[src/rtl/out_serial_port_pkg.sv]
// Shared SAP-II serial definitions: 3-bit FSM state encodings and a
// constant clog2 helper, so other SAP-II serial blocks can reuse them.
package out_serial_port_pkg;

    localparam logic [2:0] S_IDLE     = 3'd0;
    localparam logic [2:0] S_WAIT_RDY = 3'd1;
    localparam logic [2:0] S_START    = 3'd2;
    localparam logic [2:0] S_DATA     = 3'd3;
    localparam logic [2:0] S_STOP     = 3'd4;
    localparam logic [2:0] S_PARITY   = 3'd5;

    // Ceiling log2 for elaboration-time widths; clog2(1) = 0.
    function automatic int clog2(input int v);
        int r;
        r = 0;
        while ((1 << r) < v) r++;
        return r;
    endfunction

endpackage

[src/rtl/out_bit_timer.sv]
// Bit-period timer: counts CLKS_PER_BIT cycles and flags the last one.
// restart forces the count back to 0 (used on every state change and while
// the port has no frame on the line).
module out_bit_timer
    import out_serial_port_pkg::*;
#(
    parameter int CLKS_PER_BIT = 4
) (
    input  logic CLK,
    input  logic CLR_n,
    input  logic restart,
    output logic bit_done
);

    // A one-cycle bit period still gets a 1-bit counter that never leaves 0.
    localparam int TW = (clog2(CLKS_PER_BIT) > 0) ? clog2(CLKS_PER_BIT) : 1;
    localparam logic [TW-1:0] LAST = TW'(CLKS_PER_BIT - 1);

    logic [TW-1:0] cnt_q, cnt_d;

    assign bit_done = (cnt_q == LAST);

    // Next count: wrap at the end of each bit, clear on restart.
    always_comb begin
        cnt_d = cnt_q + 1'b1;
        if (restart || bit_done) cnt_d = '0;
    end

    // Count register.
    always_ff @(posedge CLK or negedge CLR_n) begin
        if (!CLR_n) cnt_q <= '0;
        else        cnt_q <= cnt_d;
    end

endmodule

[src/rtl/out_serial_port.sv]
// SAP-II output port with framed serial transmitter.
// Captures WBUS on Lo and sends start / data / [parity] / stop bits,
// handshaking with the consumer via ready and acknowledge.
// Optional even-parity bit: define OUT_SERIAL_PARITY_EN.
module out_serial_port
    import out_serial_port_pkg::*;
#(
    parameter int WIDTH        = 8,
    parameter int CLKS_PER_BIT = 4,
    parameter int STOP_BITS    = 1,
    parameter int LSB_FIRST    = 1
) (
    input  logic             CLK,
    input  logic             CLR_n,
    input  logic [WIDTH-1:0] WBUS,
    input  logic             Lo,
    input  logic             ready,
    output logic             serial_out,
    output logic             busy,
    output logic             acknowledge,
    output logic             overrun
);

    localparam int BW = clog2(WIDTH + 1);

    logic [2:0]       state_q, state_d;
    logic [WIDTH-1:0] shreg_q, shreg_d;
    logic [BW-1:0]    bit_cnt_q, bit_cnt_d;
    logic             ack_q, ack_d;
    logic             ovr_q, ovr_d;
    logic             bit_done;
    logic             restart;
`ifdef OUT_SERIAL_PARITY_EN
    logic             par_q, par_d;
`endif

    // Timer is held at 0 while no frame is on the line and on every transition.
    assign restart = (state_d != state_q) || (state_q == S_IDLE) || (state_q == S_WAIT_RDY);

    out_bit_timer #(.CLKS_PER_BIT(CLKS_PER_BIT)) u_timer (
        .CLK      (CLK),
        .CLR_n    (CLR_n),
        .restart  (restart),
        .bit_done (bit_done)
    );

    // FSM next-state, shift register, bit counter and status flags.
    always_comb begin
        state_d   = state_q;
        shreg_d   = shreg_q;
        bit_cnt_d = bit_cnt_q;
        ack_d     = 1'b0;
        ovr_d     = ovr_q;
`ifdef OUT_SERIAL_PARITY_EN
        par_d     = par_q;
`endif
        case (state_q)
            S_IDLE: begin
                if (Lo) begin
                    shreg_d = WBUS;
                    ovr_d   = 1'b0;
`ifdef OUT_SERIAL_PARITY_EN
                    par_d   = ^WBUS;
`endif
                    state_d = ready ? S_START : S_WAIT_RDY;
                end
            end
            S_WAIT_RDY: begin
                if (ready) state_d = S_START;
            end
            S_START: begin
                if (bit_done) state_d = S_DATA;
            end
            S_DATA: begin
                if (bit_done) begin
                    if (LSB_FIRST != 0) shreg_d = {1'b0, shreg_q[WIDTH-1:1]};
                    else                shreg_d = {shreg_q[WIDTH-2:0], 1'b0};
                    if (bit_cnt_q == BW'(WIDTH - 1)) begin
`ifdef OUT_SERIAL_PARITY_EN
                        state_d = S_PARITY;
`else
                        state_d = S_STOP;
`endif
                    end else begin
                        bit_cnt_d = bit_cnt_q + 1'b1;
                    end
                end
            end
`ifdef OUT_SERIAL_PARITY_EN
            S_PARITY: begin
                if (bit_done) state_d = S_STOP;
            end
`endif
            S_STOP: begin
                if (bit_done) begin
                    if (bit_cnt_q == BW'(STOP_BITS - 1)) begin
                        state_d = S_IDLE;
                        ack_d   = 1'b1;
                    end else begin
                        bit_cnt_d = bit_cnt_q + 1'b1;
                    end
                end
            end
            default: state_d = S_IDLE;
        endcase
        // A load while a frame is pending is dropped and flagged.
        if (Lo && (state_q != S_IDLE)) ovr_d = 1'b1;
        if (state_d != state_q) bit_cnt_d = '0;
    end

    // State and datapath registers.
    always_ff @(posedge CLK or negedge CLR_n) begin
        if (!CLR_n) begin
            state_q   <= S_IDLE;
            shreg_q   <= '0;
            bit_cnt_q <= '0;
            ack_q     <= 1'b0;
            ovr_q     <= 1'b0;
`ifdef OUT_SERIAL_PARITY_EN
            par_q     <= 1'b0;
`endif
        end else begin
            state_q   <= state_d;
            shreg_q   <= shreg_d;
            bit_cnt_q <= bit_cnt_d;
            ack_q     <= ack_d;
            ovr_q     <= ovr_d;
`ifdef OUT_SERIAL_PARITY_EN
            par_q     <= par_d;
`endif
        end
    end

    // Line level decoded from the current state; idle/mark is 1.
    always_comb begin
        serial_out = 1'b1;
        case (state_q)
            S_START: serial_out = 1'b0;
            S_DATA:  serial_out = (LSB_FIRST != 0) ? shreg_q[0] : shreg_q[WIDTH-1];
`ifdef OUT_SERIAL_PARITY_EN
            S_PARITY: serial_out = par_q;
`endif
            default: serial_out = 1'b1;
        endcase
    end

    assign busy        = (state_q != S_IDLE);
    assign acknowledge = ack_q;
    assign overrun     = ovr_q;

endmodule

[config.mk]
export PLATFORM = sky130hd
export DESIGN_NAME = out_serial_port
export DESIGN_NICKNAME = d
export VERILOG_FILES = /design/src/rtl/out_serial_port_pkg.sv /design/src/rtl/out_bit_timer.sv /design/src/rtl/out_serial_port.sv
export SDC_FILE = /design/constraint.sdc
export NUM_CORES = 1
export LEC_CHECK = 0
export ABC_AREA = 1
export CAP_MARGIN = 0
export CORE_MARGIN = 10
export CORE_UTILIZATION = 47
export CTS_CLUSTER_DIAMETER = 50
export DETAILED_ROUTE_END_ITERATION = 12
export PLACE_DENSITY = 0.74
export REMOVE_ABC_BUFFERS = 1
export SLEW_MARGIN = 20
export SYNTH_ARGS = -nofsm -noshare
export SYNTH_HDL_FRONTEND = slang
export SYNTH_SLANG_ARGS = --single-unit
export TNS_END_PERCENT = 10
[constraint.sdc]
create_clock -name CLK -period 1.4 [get_ports CLK]
set_input_delay 0.14 -clock CLK [delete_from_list [all_inputs] [get_ports CLK]]
set_output_delay 0.14 -clock CLK [all_outputs]
set_load 0.02 [all_outputs]
## Yosys cells after proc, flatten, opt, wreduce, memory -nomap -nowiden

Cells that the tools add are included.

| word-level totals | value |
|---|---|
| flip-flop bits (word level) | 19 |
| input port bits | 12 |
| logic and storage cells | 61 |

| operators by class | value |
|---|---|
| add/subtract/negate cells | 2 |
| equal/unequal tests | 13 |
| multiplexer cells | 26 |
| reduce and logical (&&, ||, !) cells | 14 |

Operators by type and width:

| cell | number |
|---|---|
| two-way mux 3 bit | 7 |
| two-way mux 4 bit | 5 |
| two-way mux 8 bit | 2 |
| one-hot mux 8 bit (2 select lines) | 1 |
| one-hot mux 3 bit (5 select lines) | 1 |
| one-hot mux 4 bit (2 select lines) | 1 |
| equality test 3 x 2 -> 1 bit, second input constant | 2 |
| two-way mux 1 bit | 6 |
| inequality test 3 x 2 -> 1 bit, second input constant | 2 |
| inequality test 3 bit, second input constant | 2 |
| nonzero test 2 bit | 3 |
| nonzero test 3 bit | 2 |
| AND reduction 5 bit | 1 |
| adder 4 x 1 -> 4 bit, second input constant | 1 |
| equality test 4 x 3 -> 1 bit, second input constant | 1 |
| logical NOT 4 bit | 1 |
| two-way mux 2 bit | 2 |
| equality test 3 x 1 -> 1 bit, second input constant | 1 |
| equality test 3 bit, second input constant | 1 |
| logical NOT 3 bit | 1 |
| logical OR 1 bit | 3 |
| inequality test 3 bit | 1 |
| AND reduction 3 bit | 1 |
| adder 2 x 1 -> 2 bit, second input constant | 1 |
| 6 further kinds | 6 |

## Longest topological paths before layout

| logic depth | value |
|---|---|
| depth after elaboration | 9 |
| mapped depth | 11 |
| depth with buffers taken out | 11 |

## Cells and area by module

A second synthesis with hierarchy kept.

| second synthesis, totals | value |
|---|---|
| cells, all modules | 142 |
| area, all modules | 1069.8 um^2 |

By module, submodules not included:

| module | instances | cells an instance | area an instance (um^2) |
|---|---|---|---|
| out_serial_port | 1 | 133 | 984.7 |
| out_bit_timer | 1 | 9 | 85.1 |

## Worst setup path after synthesis

OpenSTA, ideal clock, no wires.

| timing | value |
|---|---|
| path type | reg-to-reg |
| from | register bit_cnt_q[0] |
| to | register bit_cnt_q[0] |
| arrival time | 1188 ps |
| required time | 1280 ps |
| slack | 92 ps |
| cell stages (with the launch flop) | 9 |
| period minus slack after synthesis | 1308 ps |
| cell sequence | dfrtp_1 ha_1 nand2_1 nor2_1 nand2_1 nand2_1 nor2_4 xor2_1 nor2_1 |

| on the way | value |
|---|---|
| cells in the longest elaborated chain, start to end | 7 |

Ends and longest elaborated chain:

| item | line | text |
|---|---|---|
| start, declared | out_serial_port.sv:28 | `logic [BW-1:0] bit_cnt_q, bit_cnt_d;` |
| start signal, assigned | out_serial_port.sv:125 | `bit_cnt_q <= bit_cnt_d;` |
| equality test 4 x 3 -> 1 bit / logical NOT 4 bit (equally long branches) | out_serial_port.sv:78, out_serial_port.sv:96 |  |
| two-way mux 3 bit (on tied branches) | out_serial_port.sv:78, out_serial_port.sv:96 |  |
| two-way mux 3 bit (on tied branches) | out_serial_port.sv:75, out_serial_port.sv:95 |  |
| one-hot mux 3 bit (5 select lines) | out_serial_port.sv:57 | `case (state_q)` |
| inequality test 3 bit | out_serial_port.sv:108 | `if (state_d != state_q) bit_cnt_d = '0;` |
| inequality test 3 x 2 -> 1 bit (no line), or another cell as far along | -- |  |
| AND reduction 5 bit (no line) | -- |  |

Several ways; a longest one is shown, not always the timed one. The select of a mux whose other input is x is not followed.
A chain may end at the register's enable or synchronous reset.

## Worst setup path after layout

| timing | value |
|---|---|
| from | register state_q[2] |
| to | register bit_cnt_q[0] |

| on the way | value |
|---|---|
| cells in the longest elaborated chain, start to end | 6 |

Ends and longest elaborated chain:

| item | line | text |
|---|---|---|
| start, declared | out_serial_port.sv:26 | `logic [2:0] state_q, state_d;` |
| start signal, assigned | out_serial_port.sv:123 | `state_q <= state_d;` |
| two-way mux 3 bit (on tied branches) | out_serial_port.sv:96, out_serial_port.sv:78 |  |
| two-way mux 3 bit (on tied branches) | out_serial_port.sv:95, out_serial_port.sv:75 |  |
| one-hot mux 3 bit (5 select lines) | out_serial_port.sv:57 |  |
| inequality test 3 bit | out_serial_port.sv:108 |  |
| inequality test 3 x 2 -> 1 bit (no line), or another cell as far along | -- |  |
| AND reduction 5 bit (no line) | -- |  |

Several ways; a longest one is shown, not always the timed one.

==> metrics.md <==
| Metric | Value |
|---|---|
| Total track usage | `11.3%` |
| Detail Placement HPWL | `between 1500 and 2000 um` |
| H-tree depth | `1` |
| Crit path cell chain | `buf_6, nor2_8, inv_2, nand2_2, o21ai_2, nor2_4, xor2_1, nor2_2` |
| WP data arrival | `1.70 ns` |
| GR Overflow Total | `0` |
| TNS Setup | `-0.432 ns` |
| Crit Path Category | `reg -> reg` |
| Worst-Skew Late Latency | `0.31 ns` |
| Met3 routed WL | `134 um` |
| Critical path's top delay family | `flip-flops` |
| Antenna cells | `0` |
| R2r startpoint | `state_q[2]$_DFF_PN0_` |
| CP startpoint | `state_q[2]$_DFF_PN0_` |
| Clock network power share | `11.7%` |
| Avg Cell Area, Syn | `7.70 um2` |
| Setup violators final | `7` |
| Syn-to-layout area delta | `41.2%` |
| # DRC | `0` |
| Pin count of the biggest net entering global routing | `20` |
| Die area | `0.00458 mm2` |
| CP max stage cell | `dfrtp_2` |
| NumNets Final | `approximately 190` |
| Ys flop type | `dfrtp_1` |
| Min-delay worst type | `in -> async` |
| Crit. End Element | `flip-flop` |
| Root Buffer | `clkbuf_4` |
| Fillers | `between 150 and 200` |
| Crit-path max cell delay | `0.46 ns` |
| Core area | `0.00219 mm2` |
| Synth area leaders | `dfrtp_1 44%, nand2_1 12%, inv_1 7.0%` |
| Worst Path Buf+Inv | `2` |
| Max-slew violation count | `0` |
| DRT Pass-1 Iters | `4` |
| Vias in the first global route | `between 900 and 1000` |
| Seq cells post-synth | `19` |
| Leak pwr | `0.721 nW` |
| Worst slack at placement | `-0.0709 ns` |
| Internal power | `0.00145 W` |
| I/O Pins | `16` |
| Post-synth EDFFs | `0` |
| RSZ-0062 raised after global routing | `yes` |
| Final Cycle Share | `107%` |
| First-pass GRT wire length | `about 4100 um` |
| Cell area after synthesis | `0.00107 mm2` |
| Area leader, netlist | `dfrtp_1` |
| Chip width | `67.7 um` |
| Switching pwr | `approximately 0.0010 W` |
| Post-route clock skew | `0.0123 ns` |
| IO Port Bufs | `15` |
| Clock slew at reported path FFs | `0.12 ns` |
| Violated checks | `setup timing` |
| Die Ht | `a little under 70 um` |
| TritonCTS buffer count | `3` |
| Post-Route WL | `2670 um` |
| Initial antenna violation count | `0` |
| Crit-path max FO | `7` |
| Share of the synthesized area in the top cell type | `between 40 and 50%` |
| DR vias | `1051` |
| Peak VDD IR | `0.00116 V` |
| Starting Density | `48.8%` |
| CTS tree | `done` |
| Routed length on met2 | `1370 um` |
| Yosys cell types | `20` |
| Layout cell share with drive strength beyond 1 | `36.0%` |
| Worst Setup Slack, final | `-0.0995 ns` |
| Gate Count Post-Synth | `139` |
| Min cycle time layout | `1.50 ns` |
| Sw Ratio | `42.0%` |
| Mean routed wirelength per cell | `13.2 um` |
| Clk buf depth | `2` |
| Fin. Hold Viols | `0` |
| Slew @ Worst Pin | `0.292 ns` |
| Critical Path Start Type | `flip-flop` |
| Syn. warnings | `0` |
| Async S/R FF share, synth | `100%` |
| Metal-1 WL | `1120 um` |
| Final GP Congestion | `0.856` |
| Fmax | `667 MHz` |
| Status | `finished, violations left` |
| Power Dens Cells | `1650 mW/mm2` |
| Count of clock tree sinks | `19` |
| Vias per std cell | `between 5 and 6` |
| Core Rows | `17` |
| Comb pwr share | `a little under three fifths` |
| Most frequent cell after synthesis | `nand2_1` |
| Worst rel slew slack | `80.4%` |
| Sequential area share after synthesis | `44.4%` |
| DR top layer | `met4` |
| Max-cap violations | `0` |
| Req. time, crit path | `roughly 1.6 ns` |
| Synth cell count leaders | `35 x nand2_1, 20 x inv_1, 19 x dfrtp_1, 14 x nor2_1, 12 x nand3_1` |
| DRT iter0 DRCs | `50` |
| Sequential share of power | `33.3%` |
| Post-route ant nets | `0` |
## power groups by stage
| stage | sequential, W | combinational [W] | clock [W] |
|---|---|---|---|
| after floorplan | 0.000806 | 0.000666 | 0 |
| after global placement | 0.000800 | 0.00111 | 0 |
| after detailed placement | 0.000805 | 0.00114 | 0 |
| after CTS | 0.000795 | 0.00112 | 0.000294 |
| after global routing | 0.000849 | 0.00153 | 0.000308 |
| final | 0.000830 | 0.00137 | 0.000291 |
## final timing paths
| path | to | cells after the start | slack [ns] |
|---|---|---|---|
| setup reg to reg | bit_cnt_q[0]$_DFFE_PN0P_ | 8 | -0.1 |
| min in group CLK | shreg_q[7]$_DFFE_PN0P_ | 3 | 0.40 |
| hold reg to reg | overrun$_DFFE_PN0P_ | 1 | 0.49 |
| max in group asynchronous | state_q[0]$_DFF_PN0_ | 2 | 1.02 |
| setup / recovery | bit_cnt_q[0]$_DFFE_PN0P_ | 8 | -0.1 |
| hold / removal | shreg_q[1]$_DFFE_PN0P_ | 2 | 0.16 |
## repair_timing
action | 4_1_cts | 5_1_grt
buffers inserted | 0 | 7
pin swaps | 1 | 11
cloned | 0 | 0
gates resized for setup | 11 | 41
hold buffers | 0 | 0
endpoints found under the setup margin | 9 | 17
## layer usage
| layer | global-route usage [%] | up-vias |
|---|---|---|
| li1 | - | 515 |
| met1 | 12.5 | 512 |
| met2 | 19.5 | 19 |
| met3 | 2.98 | 5 |
| met4 | 5.38 | 0 |
| met5 | 0 | - |
## state kept, by name (all words and copies together), names as in the netlist
| signal | cells |
|---|---|
| shreg_q | 8 |
| bit_cnt_q | 4 |
| state_q | 3 |
| u_timer.cnt_q | 2 |
| acknowledge | 1 |
| overrun | 1 |
## worst reg2reg max path, cell delays in order (launching register included)
cell and delay [ns]:
dfrtp_2 0.46, buf_6 0.15, nor2_8 0.13, inv_2 0.05
nand2_2 0.05, o21ai_2 0.06, nor2_4 0.20, xor2_1 0.22
nor2_2 0.06
## cells by family after synthesis
kind of cell	after synthesis	share of synthesized area, %
AND/OR/NAND/NOR	71	30.3
AO/OA/AOI/OAI	20	11.6
adder cells (fa/ha/maj)	3	3.51
flip-flops	19	44.4
buffers and inverters	25	9.36
XOR/XNOR	1	0.819
## through the flow
stage	hold slack, ns	std cells	power [W]	area, um2	utilization (%)
after floorplan	-0.156	136	0.00147	1050	-
after global placement	0.418	192	0.00191	1350	61.5
after detailed placement	0.439	192	0.00194	1350	61.5
after CTS	0.178	196	0.00220	1360	62.2
after global routing	0.187	203	0.00269	1510	68.9
final	0.157	203	0.00249	1510	68.9
## layout make-up
class	instances	area, um2	share of cell area [%]
flip-flops and latches	19	479	31.7
repair buffers	35	312	20.6
inverters	22	82.6	5.47
multi-input cells	95	576	38.1
well taps	28	35.0	2.32
clock buffers	4	26.3	1.74
## cell usage in the layout, fill, tap and decap left out, drive strengths merged
cell type      instances
o21ai                 11
o21a                   1
clkdlybuf4s50         11
dlygate4sd2            1
nand2                 40
inv                   22
nand3                 12
xor2                   1
dlymetal6s2s           1
clkbuf                 4
nor3                   1
buf                   22
ha                     3
a21oi                  1
o211ai                 7
dfrtp                 19
nand4                  2
nor2                  16
(Power assumes the default switching activity.)
